## config.mk

```make
export PLATFORM = sky130hd
export DESIGN_NAME = seg_bcd_conv
export DESIGN_NICKNAME = d
export VERILOG_FILES = /design/src/rtl/seg_bcd_conv.sv
export SDC_FILE = /design/constraint.sdc
export NUM_CORES = 1
export LEC_CHECK = 0
export ABC_AREA = 1
export BUFFER_PORTS_ARGS = -buffer_cell sky130_fd_sc_hd__buf_2
export CELL_PAD_IN_SITES_DETAIL_PLACEMENT = 1
export CELL_PAD_IN_SITES_GLOBAL_PLACEMENT = 1
export CORE_MARGIN = 3
export CORE_UTILIZATION = 46
export CTS_CLUSTER_DIAMETER = 60
export DETAILED_ROUTE_END_ITERATION = 16
export GPL_TIMING_DRIVEN = 0
export PLACE_DENSITY = 0.87
export SKIP_CTS_REPAIR_TIMING = 1
export SYNTH_ARGS = -nofsm -noshare
export SYNTH_HDL_FRONTEND = slang
export SYNTH_SLANG_ARGS = --single-unit
```

## constraint.sdc

```tcl
create_clock -name clk -period 5.6 [get_ports clk]
set_input_delay 0.28 -clock clk [delete_from_list [all_inputs] [get_ports clk]]
set_output_delay 0.28 -clock clk [all_outputs]
set_load 0.05 [all_outputs]
```

## src/rtl/seg_bcd_conv.sv

```systemverilog
// Iterative double-dabble binary to 8-digit packed BCD with decimal-point mask for the 7-segment driver.
// Latency BIN_W+1 cycles from accepted start to done; start is ignored while busy, nothing is queued.
// Optional SEG_BCD_OVF_HEX_EN: overflow shows "EEEEEEEE" with no decimal point instead of saturating.
module seg_bcd_conv #(
    parameter int BIN_W = 27
) (
    input  logic             clk,
    input  logic             rst,
    input  logic             start,
    input  logic [BIN_W-1:0] bin_in,
    input  logic [2:0]       dp_pos,
    output logic             busy,
    output logic             done,
    output logic             ovf,
    output logic [31:0]      data_out,
    output logic [7:0]       dp_ctrl
);

    localparam int CNT_W = $clog2(BIN_W + 1);
    localparam logic [31:0] MAX_DEC = 32'd99_999_999;

    typedef enum logic {IDLE, SHIFT} state_t;

    state_t           state;
    logic [BIN_W-1:0] bin_sh;
    logic [31:0]      bcd;
    logic [CNT_W-1:0] cnt;
    logic [2:0]       dp_l;
    logic             ovf_l;

    logic [31:0]      bcd_adj;
    logic [31:0]      bcd_nxt;
    logic             ovf_in;
    logic [7:0]       dp_mask;

    // Zero-extend so the compare stays meaningful for narrow BIN_W.
    assign ovf_in  = {{(32-BIN_W){1'b0}}, bin_in} > MAX_DEC;
    assign dp_mask = (dp_l == 3'd0) ? 8'h00 : (8'h01 << dp_l);
    assign bcd_nxt = {bcd_adj[30:0], bin_sh[BIN_W-1]};

    always_comb begin
        bcd_adj = bcd;
        for (int i = 0; i < 8; i++) begin
            if (bcd[4*i +: 4] >= 4'd5)
                bcd_adj[4*i +: 4] = bcd[4*i +: 4] + 4'd3;
        end
    end

    always_ff @(posedge clk or posedge rst) begin
        if (rst) begin
            state    <= IDLE;
            bin_sh   <= '0;
            bcd      <= '0;
            cnt      <= '0;
            dp_l     <= '0;
            ovf_l    <= 1'b0;
            busy     <= 1'b0;
            done     <= 1'b0;
            ovf      <= 1'b0;
            data_out <= '0;
            dp_ctrl  <= '0;
        end else begin
            done <= 1'b0;
            case (state)
                IDLE: begin
                    if (start) begin
                        bin_sh <= bin_in;
                        dp_l   <= dp_pos;
                        ovf_l  <= ovf_in;
                        bcd    <= '0;
                        cnt    <= CNT_W'(BIN_W);
                        busy   <= 1'b1;
                        state  <= SHIFT;
                    end
                end
                SHIFT: begin
                    bcd    <= bcd_nxt;
                    bin_sh <= {bin_sh[BIN_W-2:0], 1'b0};
                    cnt    <= cnt - CNT_W'(1);
                    // Final iteration: publish all result fields together.
                    if (cnt == CNT_W'(1)) begin
                        state <= IDLE;
                        busy  <= 1'b0;
                        done  <= 1'b1;
                        ovf   <= ovf_l;
                        if (ovf_l) begin
`ifdef SEG_BCD_OVF_HEX_EN
                            data_out <= 32'hEEEE_EEEE;
                            dp_ctrl  <= 8'h00;
`else
                            data_out <= 32'h9999_9999;
                            dp_ctrl  <= dp_mask;
`endif
                        end else begin
                            data_out <= bcd_nxt;
                            dp_ctrl  <= dp_mask;
                        end
                    end
                end
            endcase
        end
    end

endmodule

```

# Yosys cells after proc, flatten, opt, wreduce, memory -nomap -nowiden
# Cells that the tools add are included.
[op_classes] n_addsub=9 order_cmp=9 n_eq_ne=3 n_shift=1 muxes=24 n_bitwise=1 n_reduce_logical=4
[op_table] op="2-to-1 mux 32 bit" n=2
[op_table] op="case mux 32 bit (2 select lines)" n=1
[op_table] op="case mux 27 bit (2 select lines)" n=1
[op_table] op=">= comparator 4 x 3 -> 1 bit, second input constant" n=8
[op_table] op="adder 4 x 2 -> 4 bit, second input constant" n=7
[op_table] op="2-to-1 mux 4 bit" n=7
[op_table] op="> comparator 27 bit, second input constant" n=1
[op_table] op="2-to-1 mux 27 bit" n=1
[op_table] op="case mux 5 bit (2 select lines)" n=1
[op_table] op="2-to-1 mux 8 bit" n=1
[op_table] op="<< shifter 1 x 3 -> 8 bit, first input constant" n=1
[op_table] op="2-to-1 mux 1 bit" n=6
[op_table] op="AND reduction 2 bit" n=3
[op_table] op="equality test 5 x 1 -> 1 bit, second input constant" n=1
[op_table] op="2-to-1 mux 5 bit" n=1
[op_table] op="subtractor 5 x 1 -> 5 bit, second input constant" n=1
[op_table] op="case mux 1 bit (2 select lines)" n=2
[op_table] op="adder 3 x 2 -> 3 bit, second input constant" n=1
[op_table] op="logical NOT 3 bit" n=1
[op_table] op="2-to-1 mux 3 bit" n=1
[op_table] op="!= test 2 x 1 -> 1 bit, second input constant" n=1
[op_table] op="!= test 2 bit, second input constant" n=1
[op_table] op="inverter 1 bit" n=1
[totals] regBits=112 out_inout_bits=43 elab_cells=62

# Depth between registers and ports, before layout
# Gate-level depths: netlist of run 1.
[logic_depth] depth_word=3 ltp_mapped=9

# Worst setup path before layout of run 1
# No wires, ideal clock.
[synth_path] path_type="register -> register" from="reg cnt[1]" to="reg data_out[12]" t_arrival_ns=1.261 t_required_ns=5.483 setup_slack_ns=4.223 path_stages_with_launch=9 period_less_slack_ns=1.377 cell_sequence="dfrtp_1 > inv_1 > ha_1 > nand3_4 > nor2_4 > inv_2 > buf_6 > o22ai_2 > inv_2"
[synth_via] elab_chain_cells=2
[synth_rtl] item="from (decl)" line="27" source="logic [CNT_W-1:0] cnt;"
[synth_rtl] item="from (signal assigned)" line="71" source="cnt <= CNT_W'(BIN_W);"
[synth_rtl] item="from (signal assigned)" line="79" source="cnt <= cnt - CNT_W'(1);"
[synth_rtl] item="equality test 5 x 1 -> 1 bit" line="81" source="if (cnt == CNT_W'(1)) begin"
[synth_rtl] item="AND reduction 2 bit (no source line)"
[synth_rtl] item="to (signal assigned)" line="95" source="data_out <= bcd_nxt;"
[synth_rtl] item="to (decl)" line="15" source="output logic [31:0] data_out,"
# Every way passes these cells.
# A chain may end at the register's enable or synchronous reset.

# Worst setup path in the final report of run 1
[layout_path] from="reg cnt[1]" to="reg data_out[16]"
# Same word-level chain as after synthesis.

==> results of run 1 <==
## cell type report
class	count	area, um2
Inverter	67	254
Clock buffer	12	236
Multi-Input combinational cell	414	2120
Tap cell	140	175
Timing Repair Buffer	75	398
Buffer	24	118
Sequential cell	111	2780
Fill cell	1349	4880
Clock inverter	4	70.1
## Yosys cell counts, types with 7 or more instances
master / number / area [um2]
o21ai_0: 63 / 315
buf_2: 7 / 35.0
inv_2: 10 / 37.5
nor2_1: 17 / 63.8
a2bb2oi_1: 9 / 78.8
xor2_1: 8 / 70.1
ha_1: 18 / 225
nand2_1: 210 / 788
o22ai_2: 7 / 87.6
inv_1: 57 / 214
nand3_1: 43 / 215
clkbuf_1: 10 / 37.5
o22ai_1: 19 / 119
dfrtp_1: 111 / 2780
## path summary, 6_finish.rpt
kind | endpoint | startpoint | cells after the start
max | data_out[16] | cnt[1] | 8
min | data_out[5] | rst | 2
max reg2reg | data_out[16] | cnt[1] | 8
min reg2reg | data_out[9] | data_out[9] | 2
max in group asynchronous | bin_sh[11] | rst | 3
min in group clk | dp_l[2] | dp_pos[2] | 3
## placed cells by master (no fill, tap or decap), drive strengths merged
cell	synthesis	layout
a21boi	1	1
o221ai	1	1
clkbuf	10	22
buf	14	89
o21a	1	1
bufinv	0	2
o22ai	26	26
a22oi	1	1
a22o	1	1
nand2	210	210
o211ai	2	2
xor2	8	8
dfrtp	111	111
nand3	44	44
nand4	3	3
ha	18	18
nor3	1	1
o41ai	3	3
a2bb2oi	9	9
inv	67	67
conb	1	1
nor2	19	19
o21ai	65	65
clkinv	0	2
## stage by stage
step	setup WS, ns	std cells	power [mW]	util [%]	cell area [um2]
after global placement	1.05	830	3.29	52.7	5810
after detailed placement	3.81	831	3.46	53.0	5840
final	3.75	847	4.18	55.8	6150
after global routing	3.67	847	4.48	55.8	6150
after floorplan	2.39	616	2.87	-	5270
after CTS	3.78	847	4.20	55.8	6150
## power by group
part	internal [mW]	leakage [nW]	switching, mW
logic	0.598	1.67	1.49
clock network	0.392	0.151	0.293
registers	1.17	1.38	0.246
total	2.16	3.20	2.03
## cells by family (layout without fill, tap and decap cells)
group,after synthesis,in the layout,share of synthesized area (%)
xor gates and xnor gates,8,8,1.33
and+or+nand+nor,277,277,21.5
DFF,111,111,52.7
buffers and inverters,91,182,7.01
other,1,1,0.0712
adders and majority gates,18,18,4.27
AOI/OAI and AO/OA,110,110,13.1
## flip-flops by register name (all words and copies together) (netlist names)
register / flops
bcd: 32
busy: 1
state: 1
dp_l: 3
bin_sh: 27
data_out: 32
dp_ctrl: 7
cnt: 5
done: 1
ovf_l: 1
ovf: 1
## routing by layer
metal  share of wire [%]  up-vias  routed length (um)
met2                  52      100                7870
met5                   0        -                   0
met1                  41     2286                6240
li1                    -     2170                   -
met4                 2.5        0                 374
met3                 3.7       30                 557
==> results.cfg, run 1 <==
[grt]
met1_usage_pct = 29.6
grt_antenna_before_repair = 0
wire_length_of_the_first_global_routing_pass_um = 25000
grt_util_met2_pct = 44.4
grt_pass1_vias = 5010
grt_most_used_layer = met2
global_route.overflow_total = 0
grt_use_met3_pct = 3.58
grt_max_degree = 62
grtUsageTotal_pct = 24.7

[synthesis]
synth_flop_cell = dfrtp_1
ys_ff_latch = 111
syn_inst = 616
synth_cell_area_um2 = 5270
ys_warn_count = 0
syn_avg_cell_area_um2 = 8.55
seq_area_frac_synth_pct = 52.7
synth-edff-count = 0
synth_cell_type_count = 30
syn_nets = 667
async_flop_share_pct = 100

[die]
initial_utilization_pct = 47.8
floorplan.io_pins = 76
die_h_um = 113
die_width_um = 113
core_area_um2 = 11000
design.die.area_um2 = 12800
rows = 38

[clock_network]
cts_tree = done
cts_num_sinks = 111
cts-root-to-sink-buffers = 2
cts.root.buffer_cell = clkbuf_16
path_clk_slew_ns = 0.07
cts_buffers = 9
h-tree-depth = 3
insertion_delay_ns = 0.36

[critical_path]
cp_common_cell = inv_2
slowest_cp_cell = dfrtp_1
timing.critical_path.from_type = register
critical_path_arrival_ns = 2.09
worstSetupPathType = reg2reg
critical_path.max_fanout = 10
crit_required_ns = 5.84
critPathTopFamily = buffers and inverters
worst-r2r-setup-slack_ns = 3.75
critical_path_buf_inv_count = 4
critical_path.endpoint_type = register
critPathMaxStageDelay_ns = 0.38
path_cells = inv_1 -> ha_1 -> nand3_4 -> nor2_4 -> inv_2 -> buf_6 -> o22ai_2 -> inv_2

[finish]
drive_gt1_share_pct = 17.0
num_antenna_cells = 0
area_growth_pct = 16.7
nNetsFinal = 753

[outcome]
run_status = finished clean

[placement]
gp_congestion = 0.858
port-buffer-count = 74
dp.final_hpwl_um = 10600

[route]
postRouteAntennaNets = 0
wl_um = 15000
routed_via_density = 5.41
dr.pass1.iters = 4
drc = 0
first_iter_violations = 239
vias = 4586
routedWlPerCell_um = 17.8

[timing]
rsz0062_at_grt = false
setup_tns_ns = 0
finalCritPeriodShare_pct = 33.0
fin_skew_ns = 0.0107
timing_hold_violations_final = 0
report.final.setup_viol = 0
worstMarginPinSlew_ns = 0.684
maxSlewHeadroom_pct = 54.4
max_freq_mhz = 541
min_hold_slack_ns = 0.0254
layout_min_cycle_time_ns = 1.85
drv_slew = 0

[power_and_ir_drop]
power_density_nw_per_um2 = 680
power.static_leakage_nw = 3.20
peakVddDrop_uv = 291

[min_path]
worstHoldPathType = in2async

[run]
max_cap_viol_count = 0
(Power assumes the default switching activity.)
==> run 2, diff against run 1 <==
Settings changed: ABC_AREA 1 to 0, CORE_UTILIZATION 46 to 45, PLACE_DENSITY 0.87 to 0.83.
Clock period 5.6 ns to 1.86 ns, I/O delays scaled along.
==> results.cfg, run 2 <==
[finish]
multiInputGateArea_um2 = 2410
design_area_um2 = 6400
commonest_non_fill_non_tap_cells_in_the_layout = 111 x dfrtp_1, 91 x buf_2, 59 x nand2_1
area.sequential_um2 = 2780
area_growth_pct = 17.3
final.fill_count = 1346
most_frequent_standard_cell_in_the_layout_excluding_fill_and_tap_cells = dfrtp_1
nNetsFinal = 671
largestRegisters = bcd x32, data_out x32, bin_sh x27
drive_gt1_share_pct = 20.8
num_antenna_cells = 0

[die]
core_area_um2 = 11600
rows = 39
design.die.area_um2 = 13500
initial_utilization_pct = 47.0
die_width_um = 116
floorplan.io_pins = 76
die_h_um = 116

[clock_network]
cts_tree = done
cts_num_sinks = 111
path_clk_slew_ns = 0.07
insertion_delay_ns = 0.35
cts_buffers = 9
cts-root-to-sink-buffers = 2
cts.root.buffer_cell = clkbuf_16
h-tree-depth = 3

[critical_path]
worst-r2r-setup-slack_ns = 0.17
crit_required_ns = 2.16
critical_path_buf_inv_count = 1
critical_path.endpoint_type = register
slowest_cp_cell = dfrtp_1
worst_r2r_endpoint = data_out[2]
critPathTopFamily = compound AO/OA/AOI/OAI gates
critPathMaxStageDelay_ns = 0.43
worstSetupPathType = reg2reg
worst_r2r_start = bcd[0]
path_cells = inv_1 -> ha_1 -> nand2b_1 -> a21oi_1 -> mux2i_1 -> a22o_1
worst-r2r-cell-count = 6
critical_path.max_fanout = 5
critical_path_arrival_ns = 1.99
timing.critical_path.from_type = register

[timing]
layout_min_cycle_time_ns = 1.69
fin_skew_ns = 0.00879
maxSlewHeadroom_pct = 54.1
timing_hold_violations_final = 0
rsz0062_at_grt = false
setup_tns_ns = 0
report.final.setup_viol = 0
max_freq_mhz = 590
layout_setup_ws_ns = 0.166
worstMarginPinSlew_ns = 0.688
finalCritPeriodShare_pct = 91.1
drv_slew = 0
min_hold_slack_ns = 0.0269

[synthesis]
post-synth-top-area-fraction_pct = 50.9
synth_most_common_cell = dfrtp_1
synth-edff-count = 0
syn_avg_cell_area_um2 = 10.3
async_flop_share_pct = 100
synth_top_cells_by_count = 111 x dfrtp_1, 59 x nand2_1, 45 x o21ai_0
synth.largest_area_cell = dfrtp_1
syn_nets = 581
post_synth_main_area_contributors = dfrtp_1 51%, mux2i_1 7.9%, ha_1 4.1%
seq_area_frac_synth_pct = 50.9
synth_flop_cell = dfrtp_1
synth_cell_type_count = 39
syn_inst = 530
ys_warn_count = 0
ys_ff_latch = 111
synth_cell_area_um2 = 5450

[grt]
met1_usage_pct = 29.2
wire_length_of_the_first_global_routing_pass_um = 24300
grt_pass1_vias = 4726
global_route.overflow_total = 0
grt_most_used_layer = met2
grtUsageTotal_pct = 23.5
grt_util_met2_pct = 41.5
grt_antenna_before_repair = 0
grt_max_degree = 43
grt_use_met3_pct = 3.52

[route]
dr.pass1.iters = 5
wl_um = 15000
first_iter_violations = 267
vias = 4344
routed_via_density = 5.66
routedWlPerCell_um = 19.5
postRouteAntennaNets = 0
drc = 0

[placement]
port-buffer-count = 73
gp_congestion = 0.799
dp.final_hpwl_um = 10600
dpl_cell_area_um2 = 6040
dpl_worst_slack_ns = 0.193

[power_and_ir_drop]
power_density_nw_per_um2 = 1910
post-layout-total-power_mw = 12.2
p_clk_share_pct = 16.7
power.combinational.fraction_pct = 47.9
power.static_leakage_nw = 3.18
intPower_mw = 6.66
peakVddDrop_uv = 706
power.share.switching_pct = 45.4
power_switching_mw = 5.54
share_seq_of_total_power_pct = 35.4

[min_path]
holdPathEnd = bin_sh[0]
timing.hold.worst.start = bin_in[0]
hold-path-cell-count = 3
worstHoldPathType = in2reg

[outcome]
run_status = finished clean

[run]
max_cap_viol_count = 0
run 2: cell types whose count changed after synthesis, moves of 11 or more:
cell / change
nor3b_1: +23
a21oi_1: +32
nand2_1: -151
buf_2: +11
nor2_1: +11
o21ai_0: -18
nand2b_1: +18
inv_1: -35
mux2i_1: +43
a21o_1: +17
nor3_1: +12
a22o_1: +15
o22ai_1: -19
nand3_1: -34
run 2: metrics by stage:
stage                     std cells  util [%]
after floorplan                 530         -
after global placement          746      51.7
after detailed placement        748      52.0
after CTS                       764      54.7
after global routing            768      55.1
final                           768      55.1
run 2: logic make-up (layout without fill, tap and decap cells):
family,after synthesis,after routing,synth area share [%]
and+or+nand+nor,160,160,14.8
AOI/OAI and AO/OA,130,130,15.1
DFF,111,111,50.9
buffers and inverters,55,150,5.09
muxes,44,44,8.10
adders and majority gates,18,18,4.13
xor gates and xnor gates,11,11,1.77
other,1,1,0.0688
run 2: routing by layer:
| layer | up-vias | wire, um |
|---|---|---|
| li1 | 2024 | - |
| met1 | 2221 | 6420 |
| met2 | 80 | 7840 |
| met3 | 19 | 475 |
| met4 | 0 | 274 |
| met5 | - | 0 |
run 2: worst max-delay path by stage:
stage | start | to | slack [ns] | cells past startpoint
4_1_cts | bcd[21] | data_out[22] | 0.13 | 6
6_report | bcd[0] | data_out[2] | 0.17 | 6
5_1_grt | bcd[0] | data_out[2] | 0.04 | 6
3_3_place_gp | rst | data_out[9] | -0.33 | 2
3_5_place_dp | bcd[25] | data_out[26] | 0.19 | 6
2_1_floorplan | rst | bcd[0] | 0.42 | 1
run 2: power groups by stage:
| stage | sequential [mW] | combinational [mW] | clock [mW] |
|---|---|---|---|
| floorplan | 5.47 | 3.10 | 0 |
| global placement | 4.24 | 5.50 | 0 |
| detailed placement | 4.33 | 5.81 | 0 |
| CTS | 4.30 | 5.88 | 2.06 |
| global route | 4.46 | 6.41 | 2.17 |
| finish | 4.32 | 5.84 | 2.03 |
run 2: cell type report:
cell class / instances / share of cell area, %
clock inverters: 3 / 0.626
repair buffers: 79 / 6.96
inverters: 23 / 1.41
multi-input cells: 364 / 37.6
plain buffers: 32 / 2.99
clock buffers: 13 / 4.22
flip-flops and latches: 111 / 43.4
well taps: 143 / 2.80
run 2: worst reg2reg max path: stages, from the launching register on:
cell	delay [ns]
dfrtp_1	0.43
inv_1	0.11
ha_1	0.26
nand2b_1	0.10
a21oi_1	0.29
mux2i_1	0.29
a22o_1	0.15
